[src/rtl/nbr_scan_ctrl_pkg.sv]
// Shared frame geometry, index/address types and scan state encoding for the
// neighbour scan controller.
package nbr_scan_ctrl_pkg;
    localparam int IMG_W  = 120;
    localparam int IMG_H  = 100;
    localparam int RADIUS = 2;
    localparam int ADDR_W = $clog2(IMG_W * IMG_H);
    localparam int CNT_W  = $clog2((2 * RADIUS + 1) ** 2);
    localparam int X_W    = $clog2(IMG_W);
    localparam int Y_W    = $clog2(IMG_H);
    // Signed offset wide enough for -RADIUS..+RADIUS.
    localparam int OFF_W  = $clog2(RADIUS + 1) + 1;

    typedef logic [X_W-1:0]           x_idx_t;
    typedef logic [Y_W-1:0]           y_idx_t;
    typedef logic [ADDR_W-1:0]        nbr_addr_t;
    typedef logic signed [OFF_W-1:0]  off_t;

    typedef enum logic [1:0] {IDLE, SCAN, DONE} nbr_scan_state_e;
endpackage

[src/rtl/nbr_scan_ctrl_if.sv]
// Event-input and memory-request handshakes of the neighbour scan controller.
interface nbr_scan_ctrl_if;
    logic                         ev_valid;
    logic                         ev_ready;
    nbr_scan_ctrl_pkg::x_idx_t    ev_x;
    nbr_scan_ctrl_pkg::y_idx_t    ev_y;
    logic                         mem_req_valid;
    logic                         mem_req_ready;
    nbr_scan_ctrl_pkg::nbr_addr_t mem_req_addr;

    modport master (
        input  ev_valid, ev_x, ev_y, mem_req_ready,
        output ev_ready, mem_req_valid, mem_req_addr
    );
    modport slave (
        output ev_valid, ev_x, ev_y, mem_req_ready,
        input  ev_ready, mem_req_valid, mem_req_addr
    );
endinterface

[src/rtl/nbr_cand_gen.sv]
// Combinational neighbour candidate: frame bounds + centre exclusion and the
// linear address ny*IMG_W+nx.
module nbr_cand_gen
    import nbr_scan_ctrl_pkg::*;
(
    input  x_idx_t    x,
    input  y_idx_t    y,
    input  off_t      dx,
    input  off_t      dy,
    output logic      cand_valid,
    output nbr_addr_t cand_addr
);
    localparam logic signed [X_W:0] XLIM = (X_W + 1)'(IMG_W);
    localparam logic signed [Y_W:0] YLIM = (Y_W + 1)'(IMG_H);

    logic signed [X_W:0] nx;
    logic signed [Y_W:0] ny;

    assign nx = $signed({1'b0, x}) + $signed({{(X_W + 1 - OFF_W){dx[OFF_W-1]}}, dx});
    assign ny = $signed({1'b0, y}) + $signed({{(Y_W + 1 - OFF_W){dy[OFF_W-1]}}, dy});

    assign cand_valid = !nx[X_W] && (nx < XLIM) &&
                        !ny[Y_W] && (ny < YLIM) &&
                        !(dx == '0 && dy == '0);

    assign cand_addr = nbr_addr_t'(ny[Y_W-1:0]) * nbr_addr_t'(IMG_W)
                     + nbr_addr_t'(nx[X_W-1:0]);
endmodule

[src/rtl/nbr_scan_ctrl.sv]
// Walks the (2R+1)^2 window around one event coordinate and issues each valid
// neighbour's pixel address; ends with a one-cycle done pulse and count.
module nbr_scan_ctrl
    import nbr_scan_ctrl_pkg::*;
(
    input  logic             clk,
    input  logic             rst,
    input  logic             flush,
    nbr_scan_ctrl_if.master  bus,
    output logic             busy,
    output logic             scan_done,
    output logic             scan_err,
    output logic [CNT_W-1:0] nb_count
);
    localparam off_t OFF_MIN = off_t'(-RADIUS);
    localparam off_t OFF_MAX = off_t'(RADIUS);

    nbr_scan_state_e  state;
    x_idx_t           x_q;
    y_idx_t           y_q;
    off_t             dx, dy;
    logic [CNT_W-1:0] count;
    logic             err;
    logic             cand_valid;
    nbr_addr_t        cand_addr;

    nbr_cand_gen u_cand (
        .x          (x_q),
        .y          (y_q),
        .dx         (dx),
        .dy         (dy),
        .cand_valid (cand_valid),
        .cand_addr  (cand_addr)
    );

    // flush masks acceptance so an abort never overlaps a new event.
    assign bus.ev_ready      = (state == IDLE) && !flush;
    assign bus.mem_req_valid = (state == SCAN) && cand_valid;
    assign bus.mem_req_addr  = bus.mem_req_valid ? cand_addr : '0;
    assign busy              = (state != IDLE);
    assign scan_done         = (state == DONE);
    assign scan_err          = (state == DONE) && err;
    assign nb_count          = (state == DONE) ? count : '0;

    always_ff @(posedge clk) begin
        if (rst) begin
            state <= IDLE;
            x_q   <= '0;
            y_q   <= '0;
            dx    <= '0;
            dy    <= '0;
            count <= '0;
            err   <= 1'b0;
        end else if (flush) begin
            state <= IDLE;
        end else begin
            case (state)
                IDLE: begin
                    if (bus.ev_valid) begin
                        x_q   <= bus.ev_x;
                        y_q   <= bus.ev_y;
                        dx    <= OFF_MIN;
                        dy    <= OFF_MIN;
                        count <= '0;
                        // Off-frame events finish immediately with an error.
                        if (bus.ev_x >= x_idx_t'(IMG_W) || bus.ev_y >= y_idx_t'(IMG_H)) begin
                            err   <= 1'b1;
                            state <= DONE;
                        end else begin
                            err   <= 1'b0;
                            state <= SCAN;
                        end
                    end
                end
                SCAN: begin
                    // Invalid candidates advance unconditionally; valid ones wait for ready.
                    if (!cand_valid || bus.mem_req_ready) begin
                        if (cand_valid)
                            count <= count + CNT_W'(1);
                        if (dx == OFF_MAX) begin
                            dx <= OFF_MIN;
                            if (dy == OFF_MAX)
                                state <= DONE;
                            else
                                dy <= dy + off_t'(1);
                        end else begin
                            dx <= dx + off_t'(1);
                        end
                    end
                end
                DONE:    state <= IDLE;
                default: state <= IDLE;
            endcase
        end
    end
endmodule

[src/flat_wrapper.sv]
// flat-port wrapper written by rule: the top's interface ports become plain ports
module nbr_scan_ctrl_flat import nbr_scan_ctrl_pkg::*;
  (clk, rst, flush, busy, scan_done, scan_err, nb_count, bus_ev_valid, bus_ev_x, bus_ev_y, bus_mem_req_ready, bus_ev_ready, bus_mem_req_valid, bus_mem_req_addr);
  nbr_scan_ctrl_if bus_i ();
  input  logic clk;
  input  logic rst;
  input  logic flush;
  output logic busy;
  output logic scan_done;
  output logic scan_err;
  output logic [CNT_W-1:0] nb_count;
  input wire logic [$bits(bus_i.ev_valid)-1:0] bus_ev_valid;
  input wire logic [$bits(bus_i.ev_x)-1:0] bus_ev_x;
  input wire logic [$bits(bus_i.ev_y)-1:0] bus_ev_y;
  input wire logic [$bits(bus_i.mem_req_ready)-1:0] bus_mem_req_ready;
  output wire logic [$bits(bus_i.ev_ready)-1:0] bus_ev_ready;
  output wire logic [$bits(bus_i.mem_req_valid)-1:0] bus_mem_req_valid;
  output wire logic [$bits(bus_i.mem_req_addr)-1:0] bus_mem_req_addr;
  assign bus_i.ev_valid = bus_ev_valid;
  assign bus_i.ev_x = bus_ev_x;
  assign bus_i.ev_y = bus_ev_y;
  assign bus_i.mem_req_ready = bus_mem_req_ready;
  assign bus_ev_ready = bus_i.ev_ready;
  assign bus_mem_req_valid = bus_i.mem_req_valid;
  assign bus_mem_req_addr = bus_i.mem_req_addr;
  nbr_scan_ctrl u_core (.clk(clk), .rst(rst), .flush(flush), .bus(bus_i), .busy(busy), .scan_done(scan_done), .scan_err(scan_err), .nb_count(nb_count));
endmodule
[config.mk]
export PLATFORM = sky130hd
export DESIGN_NAME = nbr_scan_ctrl_flat
export DESIGN_NICKNAME = d
export VERILOG_FILES = /design/src/rtl/nbr_scan_ctrl_pkg.sv /design/src/rtl/nbr_scan_ctrl_if.sv /design/src/rtl/nbr_cand_gen.sv /design/src/rtl/nbr_scan_ctrl.sv /design/src/flat_wrapper.sv
export SDC_FILE = /design/constraint.sdc
export NUM_CORES = 1
export LEC_CHECK = 0
export ABC_CLOCK_PERIOD_IN_PS = 6600
export BUFFER_PORTS_ARGS = -buffer_cell sky130_fd_sc_hd__buf_4
export CAP_MARGIN = 20
export CORE_ASPECT_RATIO = 1.25
export CORE_MARGIN = 3
export CORE_UTILIZATION = 55
export DETAILED_ROUTE_END_ITERATION = 16
export PLACE_DENSITY = 0.88
export SLEW_MARGIN = 15
export SYNTH_ARGS = -nofsm -noshare
export SYNTH_HDL_FRONTEND = slang
export SYNTH_SLANG_ARGS = --single-unit
[constraint.sdc]
create_clock -name clk -period 6.6 [get_ports clk]
set_clock_uncertainty 0.1 [all_clocks]
set_input_delay 0.99 -clock clk [delete_from_list [all_inputs] [get_ports clk]]
set_output_delay 0.99 -clock clk [all_outputs]
set_load 0.005 [all_outputs]
# --- Word-level counts from Yosys, hierarchy flattened ---
# Index checks and enable logic that the tools add are counted.
totals:
  ff_bits: 28
  in_bits: 19
  output_inout_bits: 24
  elab_cells: 76
op_classes:
  addsub: 6
  mul: 1
  n_lt_le_gt_ge: 4
  n_eq_ne: 10
  muxes: 21
  bitwise_logic: 1
  reduce_logical: 26
op_table:
  columns: ["operator", "n"]
  rows:
  - ["$mux W5", 4]
  - ["$mux W3", 6]
  - ["$add A8 B3 Y8", 2]
  - ["$lt A8 B8 Y1 const B", 2]
  - ["$add A14 B7 Y14", 1]
  - ["$ge A7 B7 Y1 const B", 2]
  - ["$mux W14", 1]
  - ["$pmux W3 S2", 2]
  - ["$mul A7 B4 Y11 const B", 1]
  - ["$mux W2", 5]
  - ["$ne A2 B2 Y1 const B", 5]
  - ["$pmux W5 S2", 1]
  - ["$logic_and A1 B1 Y1", 8]
  - ["$reduce_and A4 Y1", 2]
  - ["$add A3 B2 Y3 const B", 2]
  - ["$eq A3 B3 Y1 const B", 2]
  - ["$logic_not A3 Y1", 2]
  - ["$reduce_and A6 Y1", 1]
  - ["$add A5 B1 Y5 const B", 1]
  - ["$logic_not A1 Y1", 5]
  - ["$reduce_and A5 Y1", 1]
  - ["$pmux W2 S2", 1]
  - ["$reduce_bool A2 Y1", 2]
  - ["$reduce_and A3 Y1", 1]
  - ["8 further kinds", 9]

# --- Depth between registers and ports, before layout ---
logic_depth:
  ltp_word: 10
  mapped_depth: 18
  depth_no_buf: 18

# --- Cells and area by module ---
# From an unflattened synthesis, not the netlist that was laid out.
unflattened:
  hier_cells: 357
  area_unflattened_um2: 2921.6
by_module_without_submodules:
  columns: ["mod", "instances", "cells_each", "area_each_um2", "seq_area_each_um2"]
  rows:
  - ["nbr_cand_gen", 1, 182, 1486.4, 0.0]
  - ["nbr_scan_ctrl", 1, 175, 1435.1, 560.5]

# --- Worst setup path before layout ---
# OpenSTA, ideal clock, no wires.
synth_path:
  path_kind: "register to output"
  startpoint: "register u_core.dy[0]"
  endpoint: "output bus_mem_req_addr[13]"
  arrival_time_ps: 4316
  t_required_ps: 5510
  setup_slack_ps: 1194
  stages_incl_launch_ff: 16
  n_path_buf: 0
  path_cell_list: "dfxtp_1 ha_1 fa_1 xnor2_1 inv_1 fa_1 fa_1 ha_1 a21o_1 a211o_1 a21oi_1 xnor2_1 and4_1 nand3_1 xor2_1 nor2_1"
synth_between:
  elab_chain_cells: 7
  word_cells_on_any_way: 13
  cone_classes: "add/sub (2); mul (1); order compare (1); mux (1); reduce/logical (8)"
synth_lines:
  columns: ["item", "line", "text"]
  rows:
  - ["start, declared", "nbr_scan_ctrl.sv:21", "off_t dx, dy;"]
  - ["start signal, assigned", "nbr_scan_ctrl.sv:85", "dy <= dy + off_t'(1);"]
  - ["parallel branches: the longest is 6 deep, another holds $add A14 B7 Y14", null, null]
  - ["$mux W14 *", "nbr_scan_ctrl.sv:39", "assign bus.mem_req_addr = bus.mem_req_valid ? cand_addr : '0;"]
  - ["end, declared", "flat_wrapper.sv:18", "output wire logic [$bits(bus_i.mem_req_addr)-1:0] bus_mem_req_addr;"]
# Every way passes the cells marked *.

# --- Worst setup path after layout ---
# Ends and elaborated chain as after synthesis.

==> metrics.txt <==
CP bufs+invs 4; data required time at the worst endpoint 5.51 ns; Final Hold Violating Endpoints 0; pin count of the biggest net entering global routing 30; Max stage delay cell, worst path sky130_fd_sc_hd__fa_1; overflow left after global routing 0; post-route clock period utilization 0.931; instance area at placement 3420 sq um; fin area 3480 sq um; kind of end point of the critical path output port; half-perimeter wire length after placement 5.45 mm; Post-layout nets 484; Max Root-Sink Buffers 2; source of the worst hold timing path u_core.x_q[2]; routed wire length 6.77 mm; RSZ-0062 raised after global routing false; run status finished, final reports clean; share of the yosys chip area belonging to registers 0.183; overall power 0.649 mW; total of cells resized after clock tree synthesis 0; chain of cells forming the critical path ha_1 > fa_1 > xnor2_1 > inv_1 > fa_1 > fa_1 > inv_1 > fa_1 > inv_1 > ha_1 > a21oi_1 > nor2_1 > and4_1 > nand3_1 > xor2_1 > nor2_1 > buf_4; final RePlAce weighted congestion 0.869; clock latency on the worst-skew pair 0.27 ns; Placeable Area 5230 sq um; top-level port count 43; cell area power density 187 nW/um^2; Post-Syn Area 3070 sq um; Avg Inst Size Synth 8.12 sq um; max-slew violation count 0; global-route total usage across every layer 0.215; Synth warnings 0; Final setup violation count 0; cell seen most often among critical-path stages sky130_fd_sc_hd__fa_1; first-pass GRT wire length 11.4 mm; HP Class reg2reg; P&R area growth vs syn 13.3%; worst slack at placement 0.787 ns; via count of the first global-routing pass 2613; maximum single-stage delay on the critical path 0.56 ns; RR Endpoint u_core.dy[0]; Setup TNS Final 0 ns; number of cells on the worst hold path 2; routed via count 2734; H-tree Lvls 1; tightest slew margin relative to the limit 0.404; overall die area 6520 sq um; die span in y 89.5 microns; transition time at the pin with the least slew margin 0.893 ns; post-route antenna net violation count 0; horizontal die dimension 72.8 microns; hold_buf cts 0; number of antenna violations at the first check in global routing 0; number of instances in the synthesized netlist 378; cell at the root of the clock tree sky130_fd_sc_hd__clkbuf_8; routed length per placed instance 14.2 microns; LEAKAGE 1.72 nW; effective utilization at floorplan 0.587; destination of the worst hold path u_core.x_q[2]; CTS sink cnt 28; top flip-flop cell by instance count after synthesis sky130_fd_sc_hd__dfxtp_1; buffer count from post-CTS setup fixing 0; final critical-path required period 6.15 ns; vias per cell 5.72; Max Freq 0.163 GHz; peak supply drop 0.000141 V; number of max-cap violations 0; final routed DRC violation total 0; flip-flop and latch count after synthesis 28; Final Worst Setup Slack 0.454 ns; CP arrival 5.06 ns; cell family contributing the most delay on the critical path adder cells; count of unique library cells instantiated by Yosys 64; number of clock buffers inserted by TritonCTS 3; starting DRC count in detailed routing 103; Critical Setup Path Class reg2out; number of enable-type register cells in the synthesized netlist 0; Crit Path Max Fanout 7; count of cells along the worst register-to-register path 12; CTS tree yes; count of inserted antenna diode cells 0; share of synthesized flip-flops with an asynchronous set or reset 0; register clock-pin slew on the reported worst setup and hold paths 0.09 ns; number of port buffers 42; router iterations before antenna repair 4; number of cell rows 29; share of final-layout standard cells stronger than drive strength 1 0.163; Post-Syn Nets 445; Worst Setup Start Kind register; register-to-register setup slack 3.12 ns; launching point of the worst reg2reg path u_core.dy[0]
-- metal layers --
layer,vias to the layer above,share of wire,GRT usage,wire length (microns)
met5,-,0,0,0
met4,0,0.0037,0.0403,25
met3,2,0.029,0.0112,195
met2,41,0.54,0.422,3640
met1,1287,0.43,0.255,2910
li1,1404,-,-,-
-- worst max path at each step --
stage	depth (start not counted)	from	end	slack [ns]
3_3_place_gp	16	u_core.dy[0]	bus_mem_req_addr[13]	0.95
6_report	17	u_core.dy[0]	bus_mem_req_addr[13]	0.45
5_1_grt	16	u_core.dy[0]	bus_mem_req_addr[13]	0.09
3_5_place_dp	17	u_core.dy[0]	bus_mem_req_addr[12]	0.79
4_1_cts	17	u_core.dy[0]	bus_mem_req_addr[13]	0.47
2_1_floorplan	15	u_core.dy[0]	bus_mem_req_addr[13]	1.19
-- area by class of cell --
class | instances | area, sq um
multi-input cells | 311 | 2350
well taps | 62 | 77.6
inverters | 30 | 113
repair buffers | 43 | 323
fillers | 438 | 1750
flip-flops and latches | 28 | 561
clock buffers | 4 | 55.1
-- worst min-delay path, delay by kind of cell (launching register included) --
family | cells | cell delay [ns]
DFF | 1 | 0.32
and+or+nand+nor | 1 | 0.05
AOI/OAI and AO/OA | 1 | 0.05
-- layout by cell type, fill, tap and decap left out, drive strengths merged, types with 4 or more instances in the layout --
cell type,count
nor2b,5
dfxtp,28
nand3,5
o21ai,12
o21a,4
a21o,9
inv,30
nor3b,6
and2,7
xnor2,21
clkbuf,4
nor2,34
nand2,43
fa,9
nor3,6
and3,10
xor2,11
a211oi,7
buf,43
a21oi,36
ha,39
-- metrics by stage --
stage / utilization / cells / hold slack, ns
6_report: 0.665 / 478 / 0.369
3_5_place_dp: 0.655 / 474 / 0.359
2_1_floorplan: - / 378 / 0.332
4_1_cts: 0.665 / 478 / 0.374
5_1_grt: 0.665 / 478 / 0.389
3_3_place_gp: 0.655 / 474 / 0.348
-- registers in the layout, summed over array words and instances, names as in the netlist --
register,cells
u_core.count,5
u_core.dy,3
u_core.state,2
u_core.err,1
u_core.x_q,7
u_core.dx,3
u_core.y_q,7
-- cells in the mapped netlist (all sizes together) (4+ instances only) --
master	n	area share
xor2	11	0.034
a21o	9	0.022
clkbuf	6	0.0073
nor3	6	0.015
and2	7	0.014
ha	39	0.16
dfxtp	28	0.18
o21ai	12	0.020
xnor2	21	0.060
and3	10	0.020
nand3	5	0.0098
a211oi	7	0.020
a21oi	36	0.062
nor2b	5	0.010
nor3b	6	0.015
o21a	4	0.0098
inv	30	0.037
fa	9	0.059
nand2	43	0.053
nor2	34	0.042
-- report_power, final --
part / leakage (nW) / total, mW / switching (mW) / internal (mW)
sequential: 0.228 / 0.185 / 0.00911 / 0.176
clock: 0.0288 / 0.105 / 0.0513 / 0.0533
combinational: 1.46 / 0.359 / 0.200 / 0.159
total: 1.72 / 0.649 / 0.261 / 0.388
-- cells by family (layout without fill, tap and decap cells) --
| group | Yosys count | count (layout) | synth area share |
|---|---|---|---|
| muxes | 3 | 3 | 0.00979 |
| adders and majority gates | 48 | 48 | 0.218 |
| xor gates and xnor gates | 32 | 32 | 0.0938 |
| and+or+nand+nor | 135 | 135 | 0.229 |
| buffers and inverters | 39 | 77 | 0.0518 |
| AOI/OAI and AO/OA | 93 | 93 | 0.215 |
| DFF | 28 | 28 | 0.183 |
Note: power is estimated with default switching activity, not from simulation.
